`config.mk`:
```
export PLATFORM = sky130hd
export DESIGN_NAME = skew_addr_gen
export DESIGN_NICKNAME = d
export VERILOG_FILES = /design/src/rtl/skew_addr_pkg.sv /design/src/rtl/skew_lane.sv /design/src/rtl/skew_addr_gen.sv
export SDC_FILE = /design/constraint.sdc
export NUM_CORES = 1
export LEC_CHECK = 0
export ABC_CLOCK_PERIOD_IN_PS = 2860
export BUFFER_PORTS_ARGS = -buffer_cell sky130_fd_sc_hd__buf_2
export CORE_MARGIN = 4
export CORE_UTILIZATION = 56
export CTS_CLUSTER_DIAMETER = 60
export CTS_CLUSTER_SIZE = 30
export DETAILED_ROUTE_END_ITERATION = 12
export GPL_ROUTABILITY_DRIVEN = 0
export GPL_TIMING_DRIVEN = 0
export PLACE_DENSITY = 0.82
export SLEW_MARGIN = 20
export SYNTH_ARGS = -nofsm -noshare
export SYNTH_HDL_FRONTEND = slang
export SYNTH_SLANG_ARGS = --single-unit
```
`constraint.sdc`:
```
create_clock -name clk -period 2.86 [get_ports clk]
set_input_delay 0.572 -clock clk [delete_from_list [all_inputs] [get_ports clk]]
set_output_delay 0.572 -clock clk [all_outputs]
set_load 0.1 [all_outputs]
```
`src/rtl/skew_addr_pkg.sv`:
```
// Shared definitions for the skewed SRAM read-address generator.
// Holds the two-state FSM encoding, helpers that derive the final counter
// value and the counter width from the run geometry, the lane window
// compare, and the legality check for a parameter set.
package skew_addr_pkg;

    localparam logic [0:0] ST_IDLE = 1'b0;
    localparam logic [0:0] ST_RUN  = 1'b1;

    // Counter value of the final beat: the last lane's last offset.
    function automatic int calc_last(input int num_grp, input int grp_skew, input int tile_len);
        return tile_len + (num_grp - 32'sd1) * grp_skew - 32'sd1;
    endfunction

    // Width needed to hold 0..LAST, never narrower than one bit.
    function automatic int calc_cnt_w(input int num_grp, input int grp_skew, input int tile_len);
        int w;
        w = $clog2(calc_last(num_grp, grp_skew, tile_len) + 32'sd1);
        return (w < 32'sd1) ? 32'sd1 : w;
    endfunction

    // True when lo <= cnt <= lo + len - 1.
    function automatic logic in_window(input int cnt, input int lo, input int len);
        return (cnt >= lo) && (cnt <= lo + len - 32'sd1);
    endfunction

    // Elaboration-time legality of a parameter set.
    function automatic logic params_ok(input int num_grp, input int tile_len,
                                       input int addr_w, input int idle_addr);
        return (num_grp >= 32'sd1) && (tile_len >= 32'sd1) && (idle_addr >= 32'sd0) &&
               (longint'(idle_addr) < (64'sd1 <<< addr_w));
    endfunction

endpackage

```
`src/rtl/skew_lane.sv`:
```
// One address lane of the skewed read-address generator.
// The lane owns a window of the shared step counter starting at
// LANE*GRP_SKEW and TILE_LEN beats long. Inside the window (and while the
// sequencer is running and not stalled) it registers base + offset for both
// the weight and the data SRAM and raises rd_en; otherwise it registers the
// idle pattern.
// Ports:
//   clk, rst          rising-edge clock, synchronous active-high reset
//   run, stall        sequencer running / frozen this cycle
//   cnt               shared step counter
//   base_w, base_d    latched weight/data base addresses
//   addr_w, addr_d    registered lane addresses
//   rd_en             registered lane read enable
module skew_lane
    import skew_addr_pkg::*;
#(
    parameter int LANE      = 32'sd0,
    parameter int GRP_SKEW  = 32'sd4,
    parameter int TILE_LEN  = 32'sd99,
    parameter int ADDR_W    = 32'sd10,
    parameter int IDLE_ADDR = 32'sd127,
    parameter int CNT_W     = 32'sd7
) (
    input  logic              clk,
    input  logic              rst,
    input  logic              run,
    input  logic              stall,
    input  logic [CNT_W-1:0]  cnt,
    input  logic [ADDR_W-1:0] base_w,
    input  logic [ADDR_W-1:0] base_d,
    output logic [ADDR_W-1:0] addr_w,
    output logic [ADDR_W-1:0] addr_d,
    output logic              rd_en
);

    localparam int                LO     = LANE * GRP_SKEW;
    localparam logic [ADDR_W-1:0] IDLE_A = ADDR_W'(IDLE_ADDR);

    logic              hit_s;
    logic [ADDR_W-1:0] offset_s;
    logic [ADDR_W-1:0] addr_w_s;
    logic [ADDR_W-1:0] addr_d_s;
    logic [ADDR_W-1:0] addr_w_r;
    logic [ADDR_W-1:0] addr_d_r;
    logic              rd_en_r;

    // Window compare and address arithmetic; sums wrap modulo 2^ADDR_W.
    always_comb begin
        hit_s    = run & ~stall & in_window(int'(cnt), LO, TILE_LEN);
        offset_s = ADDR_W'(int'(cnt) - LO);
        addr_w_s = base_w + offset_s;
        addr_d_s = base_d + offset_s;
    end

    // Lane output registers: a live beat or the idle pattern.
    always_ff @(posedge clk) begin
        if (rst) begin
            addr_w_r <= IDLE_A;
            addr_d_r <= IDLE_A;
            rd_en_r  <= 1'b0;
        end else if (hit_s) begin
            addr_w_r <= addr_w_s;
            addr_d_r <= addr_d_s;
            rd_en_r  <= 1'b1;
        end else begin
            addr_w_r <= IDLE_A;
            addr_d_r <= IDLE_A;
            rd_en_r  <= 1'b0;
        end
    end

    assign addr_w = addr_w_r;
    assign addr_d = addr_d_r;
    assign rd_en  = rd_en_r;

endmodule

```
`src/rtl/skew_addr_gen.sv`:
```
// Self-sequenced, skewed SRAM read-address generator for the systolic
// array's weight and data queues. A start pulse in IDLE latches the two base
// addresses and runs a step counter from 0 to LAST; each of NUM_GRP lanes
// reads TILE_LEN consecutive addresses, lane g delayed by g*GRP_SKEW steps.
// stall freezes the counter and blanks every lane for that beat. All outputs
// are registered one cycle behind the counter.
// Ports:
//   clk, rst                    rising-edge clock, synchronous active-high reset
//   start                       run request, honoured only in IDLE
//   stall                       freeze sequencing while high
//   base_w, base_d              weight/data base addresses, latched on start
//   busy                        run in progress (through the done beat)
//   done                        pulse with the final address beat
//   sram_raddr_w, sram_raddr_d  lane g at [g*ADDR_W +: ADDR_W]
//   rd_en                       per-lane read enable, shared by w and d
module skew_addr_gen
    import skew_addr_pkg::*;
#(
    parameter int NUM_GRP   = 32'sd2,
    parameter int GRP_SKEW  = 32'sd4,
    parameter int TILE_LEN  = 32'sd99,
    parameter int ADDR_W    = 32'sd10,
    parameter int IDLE_ADDR = 32'sd127
) (
    input  logic                      clk,
    input  logic                      rst,
    input  logic                      start,
    input  logic                      stall,
    input  logic [ADDR_W-1:0]         base_w,
    input  logic [ADDR_W-1:0]         base_d,
    output logic                      busy,
    output logic                      done,
    output logic [NUM_GRP*ADDR_W-1:0] sram_raddr_w,
    output logic [NUM_GRP*ADDR_W-1:0] sram_raddr_d,
    output logic [NUM_GRP-1:0]        rd_en
);

    localparam int               LAST   = calc_last(NUM_GRP, GRP_SKEW, TILE_LEN);
    localparam int               CNT_W  = calc_cnt_w(NUM_GRP, GRP_SKEW, TILE_LEN);
    localparam logic [CNT_W-1:0] LAST_C = CNT_W'(LAST);

    if (!params_ok(NUM_GRP, TILE_LEN, ADDR_W, IDLE_ADDR)) begin : g_bad_params
        $error("skew_addr_gen: illegal NUM_GRP/TILE_LEN/IDLE_ADDR");
    end

    logic [0:0]        state_r;
    logic [0:0]        state_next_s;
    logic              last_beat_s;
    logic              run_s;
    logic [CNT_W-1:0]  cnt_r;
    logic [ADDR_W-1:0] base_w_r;
    logic [ADDR_W-1:0] base_d_r;
    logic              busy_r;
    logic              done_r;

    // Next-state decode; the run ends on the first unstalled cycle at LAST.
    always_comb begin
        state_next_s = state_r;
        last_beat_s  = 1'b0;
        case (state_r)
            ST_IDLE: begin
                if (start) begin
                    state_next_s = ST_RUN;
                end else begin
                    state_next_s = ST_IDLE;
                end
            end
            ST_RUN: begin
                if (!stall && (cnt_r == LAST_C)) begin
                    state_next_s = ST_IDLE;
                    last_beat_s  = 1'b1;
                end else begin
                    state_next_s = ST_RUN;
                end
            end
            default: begin
                state_next_s = ST_IDLE;
            end
        endcase
    end

    assign run_s = (state_r == ST_RUN);

    // FSM, step counter, base latches and the busy/done registers.
    // busy covers the done beat, so it looks at the next state and the
    // final-beat strobe rather than at state_r.
    always_ff @(posedge clk) begin
        if (rst) begin
            state_r  <= ST_IDLE;
            cnt_r    <= '0;
            base_w_r <= '0;
            base_d_r <= '0;
            busy_r   <= 1'b0;
            done_r   <= 1'b0;
        end else begin
            state_r <= state_next_s;
            busy_r  <= (state_next_s == ST_RUN) | last_beat_s;
            done_r  <= last_beat_s;
            if (state_r == ST_IDLE) begin
                if (start) begin
                    base_w_r <= base_w;
                    base_d_r <= base_d;
                    cnt_r    <= '0;
                end else begin
                    cnt_r    <= '0;
                end
            end else if (last_beat_s) begin
                cnt_r <= '0;
            end else if (!stall) begin
                cnt_r <= cnt_r + CNT_W'(1'b1);
            end else begin
                cnt_r <= cnt_r;
            end
        end
    end

    assign busy = busy_r;
    assign done = done_r;

    for (genvar g = 0; g < NUM_GRP; g++) begin : g_lane
        skew_lane #(
            .LANE      (g),
            .GRP_SKEW  (GRP_SKEW),
            .TILE_LEN  (TILE_LEN),
            .ADDR_W    (ADDR_W),
            .IDLE_ADDR (IDLE_ADDR),
            .CNT_W     (CNT_W)
        ) u_lane (
            .clk    (clk),
            .rst    (rst),
            .run    (run_s),
            .stall  (stall),
            .cnt    (cnt_r),
            .base_w (base_w_r),
            .base_d (base_d_r),
            .addr_w (sram_raddr_w[g*ADDR_W +: ADDR_W]),
            .addr_d (sram_raddr_d[g*ADDR_W +: ADDR_W]),
            .rd_en  (rd_en[g])
        );
    end

endmodule

```
==> Yosys cells after proc, flatten, opt, wreduce, memory -nomap -nowiden <==
Cells that the tools add are included.
{ "word_totals": {"reg_bits": 72, "wordCells": 44, "n_memories": 0, "out_inout_bits": 44, "latch_bits": 0, "mem_bits_rw": 0, "input_bits": 24, "rom_bits": 0} }
{ "op_classes": {"reduce_logical": 7, "n_mux": 7, "bitwise": 8, "shifts": 0, "n_eq_ne": 1, "n_mul": 0, "add_sub_neg": 6, "order_cmp": 3, "div_mod_pow": 0} }
{ "ops": {"columns": ["cell", "count"], "rows": [
  ["$add A10 B10 Y10", 2],
  ["$add A10 B7 Y10", 2],
  ["$le A7 B7 Y1 const B", 2],
  ["$sub A7 B3 Y8 const B", 1],
  ["$add A7 B1 Y7 const B", 1],
  ["$eq A7 B7 Y1 const B", 1],
  ["$ge A7 B3 Y1 const B", 1],
  ["$mux W1", 6],
  ["$not A1 Y1", 4],
  ["$reduce_or A2 Y1", 2],
  ["$and A1 B1 Y1", 3],
  ["$reduce_or A3 Y1", 1],
  ["$logic_and A1 B1 Y1", 2],
  ["$pmux W1 S2", 1],
  ["$reduce_and A2 Y1", 1],
  ["$logic_not A1 Y1", 1],
  ["$or A1 B1 Y1", 1]
]} }

==> Depth between registers and ports, before layout <==
Gate-level depths: netlist of run 1.
{ "logic_depth": {"ltp_word": 5, "ltp_mapped": 11, "mapped_depth_nobuf": 10} }

==> Hierarchy <==
A second synthesis of run 1 with hierarchy kept.
{ "unflattened": {"hier_cells": 423, "hier_area_um2": 3806.2} }
{ "modules_own_cells": {"columns": ["mod", "n_inst", "seq_area_each_um2", "area_per_inst_um2", "cells_per_inst"], "rows": [
  ["skew_lane (g_lane[1].u_lane)", 1, 420.4, 1441.4, 162],
  ["skew_lane (g_lane[0].u_lane)", 1, 420.4, 1234.9, 128],
  ["skew_addr_gen", 1, 600.6, 1129.8, 133]
]} }

==> Worst setup path after synthesis of run 1 <==
No wires, ideal clock.
{ "synth_path": {"path_kind": "reg-to-reg", "start": "register cnt_r[2]", "end": "register g_lane[1].u_lane.addr_d_r[8]", "path_buffers": 1, "arrival_ns": 2.382, "stages_incl_launch_ff": 12, "required_ns": 2.741, "setup_time_ns": 0.119, "path_slack_ns": 0.359, "synth_period_minus_slack_ns": 2.501, "path_cell_list": "dfxtp_1 buf_2 inv_1 ha_1 nor3b_1 xor2_1 ha_1 nand2_1 or3_1 a21boi_0 o21a_1 nor3_1"} }
{ "synth_between": {"elab_chain_len": 5, "elab_cells_between_ends": 8, "cone_classes": "2 x add/sub; 2 x order compare; 2 x bitwise; 2 x reduce/logical"} }
{ "synth_lines": {"columns": ["element", "line_no", "text"], "rows": [
  ["start: declaration", "skew_addr_gen.sv:50", "logic [CNT_W-1:0] cnt_r;"],
  ["start signal: assignment", "skew_addr_gen.sv:110", "cnt_r <= cnt_r + CNT_W'(1'b1);"],
  ["start signal: assignment", "skew_addr_gen.sv:112", "cnt_r <= cnt_r;"],
  ["parallel branches: the longest is 5 deep, another holds $add A10 B10 Y10", null, null],
  ["end signal: assignment", "skew_lane.sv:63", "addr_d_r <= addr_d_s;"],
  ["end: declaration", "skew_lane.sv:44", "logic [ADDR_W-1:0] addr_d_r;"]
]} }
Parallel ways; which one is timed is not known.
A chain may end at the register's enable or synchronous reset.

==> Worst setup path in the final report of run 1 <==
{ "layout_path": {"start": "register cnt_r[4]", "end": "register g_lane[1].u_lane.addr_d_r[9]"} }
Same word-level chain as after synthesis.

==> results of run 1 <==
## critical path, delay by kind of cell (launching register included)
kind	cells	cell delay, ns
xor gates and xnor gates	1	0.17
AOI/OAI and AO/OA	2	0.39
and+or+nand+nor	4	0.93
DFF	1	0.36
adders and majority gates	1	0.39
buffers and inverters	2	0.30
## sequential cells by signal (all words and copies together), names as in the netlist, 2 cells and up
name / cells
g_lane.u_lane.addr_w: 20
g_lane.u_lane.rd_en: 2
base_d_r: 10
g_lane.u_lane.addr_d: 20
cnt_r: 7
base_w_r: 10
## worst paths after layout
kind,from,end,slack (ns),cells after the start
setup / recovery,cnt_r[4],g_lane[1].u_lane.addr_d[9],0.19,10
hold / removal,rst,busy,0.45,2
setup reg to reg,cnt_r[4],g_lane[1].u_lane.addr_d[9],0.19,10
hold reg to reg,base_d_r[0],base_d_r[0],0.49,2
## timing repair
action                     4_1_cts  5_1_grt
setup buffers                    0        1
gates resized for setup          0       10
hold buffers                     0        0
setup endpoints to repair        0        6
## layer usage
metal | vias to the layer above | part of all wire (%)
li1 | 1575 | -
met1 | 1414 | 43
met2 | 106 | 46
met3 | 20 | 7.7
met4 | 0 | 3.0
met5 | - | 0
## kinds of logic after synthesis
family,count (synthesis),synth area share (%)
AO/OA/AOI/OAI,98,17.71
flip-flops,72,39.16
adder cells (fa/ha/maj),35,12.30
AND/OR/NAND/NOR,147,18.73
buffers and inverters,34,4.724
XOR/XNOR,31,7.376
## placed cells by master (no fill, tap or decap), types with 2 or more instances in the layout
| master | n |
|---|---|
| o21a_1 | 10 |
| o21bai_1 | 3 |
| xor2_1 | 20 |
| a21o_1 | 9 |
| ha_1 | 33 |
| o21ai_0 | 16 |
| nor2b_1 | 4 |
| o2111ai_1 | 2 |
| nand4_1 | 3 |
| and3_1 | 3 |
| fa_1 | 2 |
| buf_6 | 2 |
| nor3_1 | 11 |
| clkbuf_8 | 11 |
| and2_1 | 2 |
| o41ai_1 | 2 |
| dfxtp_1 | 71 |
| clkbuf_1 | 9 |
| a21boi_0 | 2 |
| buf_4 | 5 |
| buf_2 | 68 |
| a31oi_1 | 5 |
| nor2_1 | 35 |
| a21oi_1 | 34 |
| inv_1 | 14 |
| o31ai_1 | 3 |
| nand2_1 | 66 |
| a211oi_1 | 5 |
| nand2b_1 | 14 |
| xnor2_1 | 10 |
## cell type report
cell class              count  area (sq um)
plain buffers              17         107.6
clock buffers              12         155.1
clock inverters             1         5.005
fillers                   516          2027
inverters                  17         72.57
multi-input cells         311          2101
flip-flops and latches     72          1443
well taps                  77         96.34
repair buffers             68         342.8
## power groups by stage
stage               Combinational (mW)  Sequential (mW)  Clock [mW]
floorplan                        0.183             1.13           0
global placement                 0.303             1.08           0
detailed placement               0.310             1.08           0
CTS                              0.313             1.05       0.691
global route                     0.357             1.06       0.732
finish                           0.323             1.06       0.682
==> impl_metrics.ini, run 1 <==
[grt]
met1_usage_pct = 28.27
grt_pass1_vias = 2929
grt_pass1_wl_um = 13620
grt_busiest_layer = met2
grt_usage_pct = 22.51
use_met3_pct = 5.346
grtUsageMet2_pct = 36.77
grt_max_degree = 12
grt_overflow = 0
antenna_found_initial = 0

[synth]
ys_seq_elements = 72
synth-async-reset-ratio_pct = 0
synth.top_cell.area_share_pct = 39.16
seq_area_frac_synth_pct = 39.16
synth.area.top_cells = dfxtp_1 39%, ha_1 11%, nand2_1 6.7%, xor2_1 5.0%, a21oi_1 4.6%
synth_edf_count = 0
syn_inst = 417
synth_warnings = 0
synth.cell_area_sq_um = 3681
syn_nets = 476
synthTopCellsByCount = 72 x dfxtp_1, 66 x nand2_1, 35 x nor2_1
avgSynthCellArea_sq_um = 8.827
synthFlopType = dfxtp_1
yosysMostFrequentCell = dfxtp_1
yosysUniqueCellTypes = 47
synth.largest_area_cell = dfxtp_1

[die]
die_height_um = 89.08
fp-row-count = 29
dieWidth_um = 89.08
core-area_sq_um = 6350
io_pins = 68
dieArea_sq_um = 7934
start_util_pct = 57.97

[power_and_ir_drop]
power_density_nw_per_um2 = 476.6
combPwrFrac_pct = 15.7
pwr-share-seq_pct = 51.2
power.switching_uw = 564.7
fin_total_pwr_mw = 2.060
leakagePower_nw = 1.916
clockPowerShare_pct = 33.1
internal-power_mw = 1.495
p_sw_share_pct = 27.41
ir_worst_vdd_v = 0.0003954

[clock_tree]
cts_buffer_depth = 2
cts-buffers-inserted = 9
clkSinkCount = 72
clk_pin_slew_ns = 0.07
clkLatencyLatePin_ns = 0.34
cts_tree = built
cts-htree-levels = 3
cts-root-buf = clkbuf_8

[route]
vias_per_cell = 5.417
vias = 3115
first_pass_iters = 7
drcViolationCount = 0
wl_per_cell_um = 14.68
postRouteAntennaNets = 0
first_iter_violations = 160
wl_um = 8443

[placement]
hpwlAfterDp_um = 6456
dp_slack_ns = 0.05453
dp.cells = 561
port_buffers = 67
placed_area_sq_um = 4113

[cells_and_area]
drive_gt1_share_pct = 20.68
utilization_pct = 68.08
design_area_sq_um = 4323
area.growth.synth_to_final_pct = 17.44
final_nets = 555
finalNonFillerCells = 575
n_antenna_cell = 0

[sta]
timing.final.crit_share_pct = 93.42
setup_ws_ns = 0.1882
report.final.slew_viol_count = 0
worst_slew_pin_slew_ns = 0.6233
fin_crit_ns = 2.672
hold_ws_ns = 0.4470
timing.fmax_mhz = 374.3
clock_skew_ns = 0.005387
timing.setup.tns_ns = 0
finalHoldViolCount = 0
relSlewSlack_pct = 58.39
setup_viol = 0

[critical_path]
critical_path.max_stage_delay_ns = 0.44
arrival_ns = 2.90
endpoint_kind = register
cpMaxStageDelayCell = nor4_4
crit_type = register to register
crit_path_frequent_cell = buf_6
critical_path.cell_chain = buf_6, or2_1, buf_6, nor4_4, ha_1, and4_1, a221oi_1, o21ai_0, xnor2_1, nor2_1
required_ns = 3.09
crit_path_max_fanout = 7
critPathLaunchType = register

[min_path]
hp-class = primary input to register

[job]
drv_cap = 0

[run_status]
status = finished, final reports clean
Power figures use the tool's default switching activity.
==> inputs of run 2 (changes only) <==
--- a/config.mk
+++ b/config.mk
@@ -5,10 +5,11 @@
 export SDC_FILE = /design/constraint.sdc
 export NUM_CORES = 1
 export LEC_CHECK = 0
+export ABC_AREA = 1
 export ABC_CLOCK_PERIOD_IN_PS = 2860
 export BUFFER_PORTS_ARGS = -buffer_cell sky130_fd_sc_hd__buf_2
 export CORE_MARGIN = 4
-export CORE_UTILIZATION = 56
+export CORE_UTILIZATION = 57
 export CTS_CLUSTER_DIAMETER = 60
 export CTS_CLUSTER_SIZE = 30
 export DETAILED_ROUTE_END_ITERATION = 12
@@ -18,4 +19,5 @@
 export SLEW_MARGIN = 20
 export SYNTH_ARGS = -nofsm -noshare
 export SYNTH_HDL_FRONTEND = slang
+export SYNTH_HIERARCHICAL = 1
 export SYNTH_SLANG_ARGS = --single-unit
==> impl_metrics.ini, run 2 <==
[sta]
setup_viol = 0
timing.setup.tns_ns = 0
finalHoldViolCount = 0
fin_crit_ns = 2.534
report.final.slew_viol_count = 0
timing.final.crit_share_pct = 88.61
rsz0062_at_grt = no
hold_ws_ns = 0.4366
timing.fmax_mhz = 394.6
clock_skew_ns = 0.007427
worst_slew_pin_slew_ns = 0.7519
relSlewSlack_pct = 49.80

[grt]
grt_overflow = 0
grt_pass1_wl_um = 16820
grt_usage_pct = 23.80
grt_pass1_vias = 3870
grt_max_degree = 16
antenna_found_initial = 0

[route]
wl_per_cell_um = 12.85
drcViolationCount = 0
vias_per_cell = 5.165
vias = 4049
first_iter_violations = 236
wl_um = 10070
postRouteAntennaNets = 0
first_pass_iters = 5

[die]
start_util_pct = 58.13
die_height_um = 93.78
fp-row-count = 31
dieArea_sq_um = 8795
core-area_sq_um = 7214
dieWidth_um = 93.78
io_pins = 68

[synth]
yosysMostFrequentCell = nand2_1
synth-async-reset-ratio_pct = 0
synthFlopType = dfxtp_1
ys_seq_elements = 72
yosysUniqueCellTypes = 35
synth.cell_area_sq_um = 4194
seq_area_frac_synth_pct = 34.37
synthTopCellsByCount = 155 x nand2_1, 84 x nor2_1, 82 x inv_1
synth_edf_count = 0
syn_nets = 666
synth_warnings = 6
syn_inst = 602
synth.area.top_cells = dfxtp_1 34%, nand2_1 14%, ha_1 11%, nor2_1 7.5%, inv_1 7.3%
synth.largest_area_cell = dfxtp_1
synth.top_cell.area_share_pct = 34.37
avgSynthCellArea_sq_um = 6.967

[critical_path]
crit_type = register to register
worst_r2r_path_depth = 14
rrSetupSlack_ns = 0.33
arrival_ns = 2.79
critPathLaunchType = register
endpoint_kind = register
required_ns = 3.11
rr_endpoint = g_lane[1].u_lane/addr_d[9]
crit_path_max_fanout = 11
r2r-start = cnt_r[3]

[clock_tree]
cts_setup_buffers = 0
cts_resized = 0
hold_buffers = 0
cts_buffer_depth = 2
cts_tree = built
cts-root-buf = clkbuf_8
clk_pin_slew_ns = 0.08
cts-htree-levels = 3
clkLatencyLatePin_ns = 0.36
clkSinkCount = 72
cts-buffers-inserted = 9

[min_path]
worstHoldStart = base_d[2]
hold_depth = 3
hp-class = primary input to register
min_to = base_d_r[2]

[cells_and_area]
drive_gt1_share_pct = 18.39
mostFrequentLayoutCells = 155 x nand2_1, 84 x nor2_1, 82 x inv_1, 71 x buf_2, 71 x dfxtp_1
n_antenna_cell = 0
utilization_pct = 66.91
final_nets = 744
area.growth.synth_to_final_pct = 15.10
finalNonFillerCells = 784
layout_commonest_cell = nand2_1

[power_and_ir_drop]
ir_worst_vdd_v = 0.0003200
power_density_nw_per_um2 = 475.9
fin_total_pwr_mw = 2.297
leakagePower_nw = 2.442

[placement]
dp.cells = 768
port_buffers = 67
hpwlAfterDp_um = 7769

[job]
drv_cap = 0

[run_status]
status = finished, final reports clean
[run 2: cell types whose count changed after synthesis, sizes merged, moves of 10 or more]
cell / previous run / this run
nand2: 66 / 162
inv: 16 / 87
nor2: 35 / 97
nand3: 1 / 46
nand2b: 14 / 0
xor2: 21 / 10
o21a: 10 / 0
[run 2: worst max-delay path by stage]
stage / start / end / cells past startpoint
detailed placement: cnt_r[2] / g_lane[1].u_lane/addr_d[9] / 14
finish: cnt_r[3] / g_lane[1].u_lane/addr_d[9] / 14
floorplan: cnt_r[2] / g_lane[1].u_lane/addr_w[9] / 14
global route: cnt_r[3] / g_lane[1].u_lane/addr_d[9] / 14
CTS: cnt_r[2] / g_lane[1].u_lane/addr_d[9] / 14
global placement: cnt_r[2] / g_lane[1].u_lane/addr_d[9] / 10
[run 2: cell type report]
class / count / area (sq um)
buffer: 10 / 72.57
clock buffer: 10 / 127.6
clock inverter: 6 / 45.04
fill: 648 / 2387
inverter: 87 / 326.6
multi-input combinational: 433 / 2354
sequential: 72 / 1443
tap: 99 / 123.9
timing repair buffer: 67 / 335.3
[run 2: through the flow]
step / worst slack, ns / instance area [sq um]
4_1_cts: 0.2263 / 4826
3_5_place_dp: 0.2364 / 4653
5_1_grt: 0.07018 / 4827
3_3_place_gp: 0.3358 / 4653
6_report: 0.3257 / 4827
2_1_floorplan: 0.7437 / 4194
[run 2: cell families (layout without fill, tap and decap cells)]
group	Yosys count	after routing	share of synthesized area (%)
adders and majority gates	40	40	12.65
xor gates and xnor gates	11	11	2.297
DFF	72	72	34.37
AOI/OAI and AO/OA	57	57	7.637
and+or+nand+nor	325	325	33.53
buffers and inverters	97	180	9.517
[run 2: report_power, final]
part	total (mW)	switching, mW	leakage, nW	internal [mW]
clock	0.721	0.404	0.0789	0.317
combinational	0.489	0.334	1.77	0.155
sequential	1.09	0.0443	0.588	1.04
total	2.30	0.782	2.44	1.51
[run 2: critical path, stage by stage (launching register included)]
cell and delay [ns]:
dfxtp_1 0.64, inv_1 0.13, ha_1 0.23, nand2_1 0.09, nor2_1 0.05, nand2_1 0.11, nand2_1 0.11, ha_1 0.37
nand2_1 0.11, nor2_1 0.19, nand3_1 0.10, nand3_1 0.12, nand2_1 0.08, nand2_2 0.06, nor2_2 0.03
[run 2: metal layers]
metal	share of wire, %	up-vias	global-route usage [%]
li1	-	2054	-
met1	42	1832	28.06
met2	49	137	41.57
met3	6.3	26	3.846
met4	3.0	0	11.79
met5	0	-	0
==> inputs of run 3 (changes only) <==
--- a/config.mk
+++ b/config.mk
@@ -8,14 +8,16 @@
 export ABC_AREA = 1
 export ABC_CLOCK_PERIOD_IN_PS = 2860
 export BUFFER_PORTS_ARGS = -buffer_cell sky130_fd_sc_hd__buf_2
+export CELL_PAD_IN_SITES_DETAIL_PLACEMENT = 0
+export CELL_PAD_IN_SITES_GLOBAL_PLACEMENT = 1
 export CORE_MARGIN = 4
-export CORE_UTILIZATION = 57
+export CORE_UTILIZATION = 41
 export CTS_CLUSTER_DIAMETER = 60
 export CTS_CLUSTER_SIZE = 30
 export DETAILED_ROUTE_END_ITERATION = 12
 export GPL_ROUTABILITY_DRIVEN = 0
 export GPL_TIMING_DRIVEN = 0
-export PLACE_DENSITY = 0.82
+export PLACE_DENSITY = 0.83
 export SLEW_MARGIN = 20
 export SYNTH_ARGS = -nofsm -noshare
 export SYNTH_HDL_FRONTEND = slang
==> impl_metrics.ini, run 3 (same netlist as run 2, synthesis figures left out) <==
[route]
vias = 3894
postRouteAntennaNets = 0
first_pass_iters = 5
wl_per_cell_um = 12.65
wl_um = 10350
vias_per_cell = 4.760
first_iter_violations = 191
drcViolationCount = 0

[sta]
fin_crit_ns = 2.534
finalHoldViolCount = 0
clock_skew_ns = 0.009165
timing.fmax_mhz = 394.6
worst_slew_pin_slew_ns = 0.7144
relSlewSlack_pct = 52.31
hold_ws_ns = 0.4325
report.final.slew_viol_count = 0
timing.setup.tns_ns = 0
timing.final.crit_share_pct = 88.61
rsz0062_at_grt = no
setup_viol = 0

[power_and_ir_drop]
internal-power_mw = 1.696
p_sw_share_pct = 30.96
ir_worst_vdd_v = 0.0001999
pwr-share-seq_pct = 44.2
leakagePower_nw = 2.476
power.switching_uw = 760.4
power_density_nw_per_um2 = 499.8
combPwrFrac_pct = 19.8
clockPowerShare_pct = 36.0

[grt]
grt_pass1_wl_um = 17530
grt_max_degree = 16
grt_pass1_vias = 3825
grt_usage_pct = 19.01
grt_overflow = 0
antenna_found_initial = 0

[clock_tree]
clk_pin_slew_ns = 0.08
hold_buffers = 0
cts-htree-levels = 3
cts-buffers-inserted = 9
cts_setup_buffers = 0
cts_resized = 0
clkLatencyLatePin_ns = 0.36
cts_tree = built
cts_buffer_depth = 2
cts-root-buf = clkbuf_8
clkSinkCount = 72

[critical_path]
endpoint_kind = register
required_ns = 3.11
crit_type = register to register
critical_path.cell_chain = inv_1, ha_1, xor2_1, ha_1, a21oi_1, nand2_1, nand2_1, nand3_1, nor2_1, nor2_2
crit_path_max_fanout = 11
arrival_ns = 2.79
cpMaxStageDelayCell = dfxtp_1
critical_path.max_stage_delay_ns = 0.68
worst_r2r_path_depth = 10
critPathLaunchType = register

[job]
drv_cap = 0

[cells_and_area]
area.growth.synth_to_final_pct = 17.18
final_nets = 744
final-seq-area_sq_um = 1443
finalNonFillerCells = 818
n_antenna_cell = 0
layout_commonest_cell = nand2_1
multi_input_area_sq_um = 2354
mostFrequentLayoutCells = 155 x nand2_1, 84 x nor2_1, 82 x inv_1, 71 x buf_2, 71 x dfxtp_1
utilization_pct = 49.82
fillers = 1000
drive_gt1_share_pct = 18.39

[die]
fp-row-count = 36
io_pins = 68
dieWidth_um = 109.1
core-area_sq_um = 9864
start_util_pct = 42.52
die_height_um = 109.1
dieArea_sq_um = 11910

[placement]
dp.cells = 802
hpwlAfterDp_um = 8056
port_buffers = 67

[run_status]
status = finished, final reports clean

[min_path]
hold_depth = 3
hp-class = primary input to register
==> run 3: critical path, delay by kind of cell (launching register included) <==
| family | cells | cell delay [ns] |
|---|---|---|
| compound gates | 1 | 0.30 |
| xor+xnor | 1 | 0.29 |
| fa+ha+maj | 2 | 0.59 |
| buf+inv | 1 | 0.14 |
| flops | 1 | 0.68 |
| simple gates | 5 | 0.43 |
==> run 3: final cells by class <==
class / count / area share [%]
Inverter: 87 / 6.645
Multi-Input combinational cell: 433 / 47.89
Tap cell: 133 / 3.386
Clock buffer: 14 / 3.717
Clock inverter: 2 / 0.7128
Buffer: 10 / 1.477
Sequential cell: 72 / 29.35
Timing Repair Buffer: 67 / 6.823
==> run 3: power by group through the flow <==
stage | registers [mW] | clock network, mW | logic, mW
after floorplan | 1.18 | 0 | 0.299
after global placement | 1.11 | 0 | 0.477
after detailed placement | 1.11 | 0 | 0.483
after CTS | 1.09 | 0.905 | 0.486
after global routing | 1.09 | 0.952 | 0.554
final | 1.09 | 0.884 | 0.485
==> run 3: metrics by stage <==
| stage | setup slack, ns | power, mW | instance area, sq um |
|---|---|---|---|
| after floorplan | 0.7437 | 1.478 | 4194 |
| after global placement | 0.2541 | 1.588 | 4696 |
| after detailed placement | 0.2192 | 1.594 | 4696 |
| after CTS | 0.1986 | 2.479 | 4913 |
| after global routing | 0.08989 | 2.597 | 4915 |
| final | 0.3257 | 2.456 | 4915 |
==> run 3: final timing paths <==
check,startpoint,to,slack (ns)
worst max-delay path,cnt_r[3],g_lane[1].u_lane/addr_d[9],0.33
worst min register to register,run_s,done,0.56
worst min-delay path,base_w[8],base_w_r[8],0.43
worst max register to register,cnt_r[3],g_lane[1].u_lane/addr_d[9],0.33
==> run 3: per-layer routing <==
metal,GRT usage (%),wire [um],vias up
li1,-,-,2048
met1,23.75,4622,1753
met2,31.58,4936,75
met3,3.375,566,18
met4,9.107,223,0
met5,0,0,-
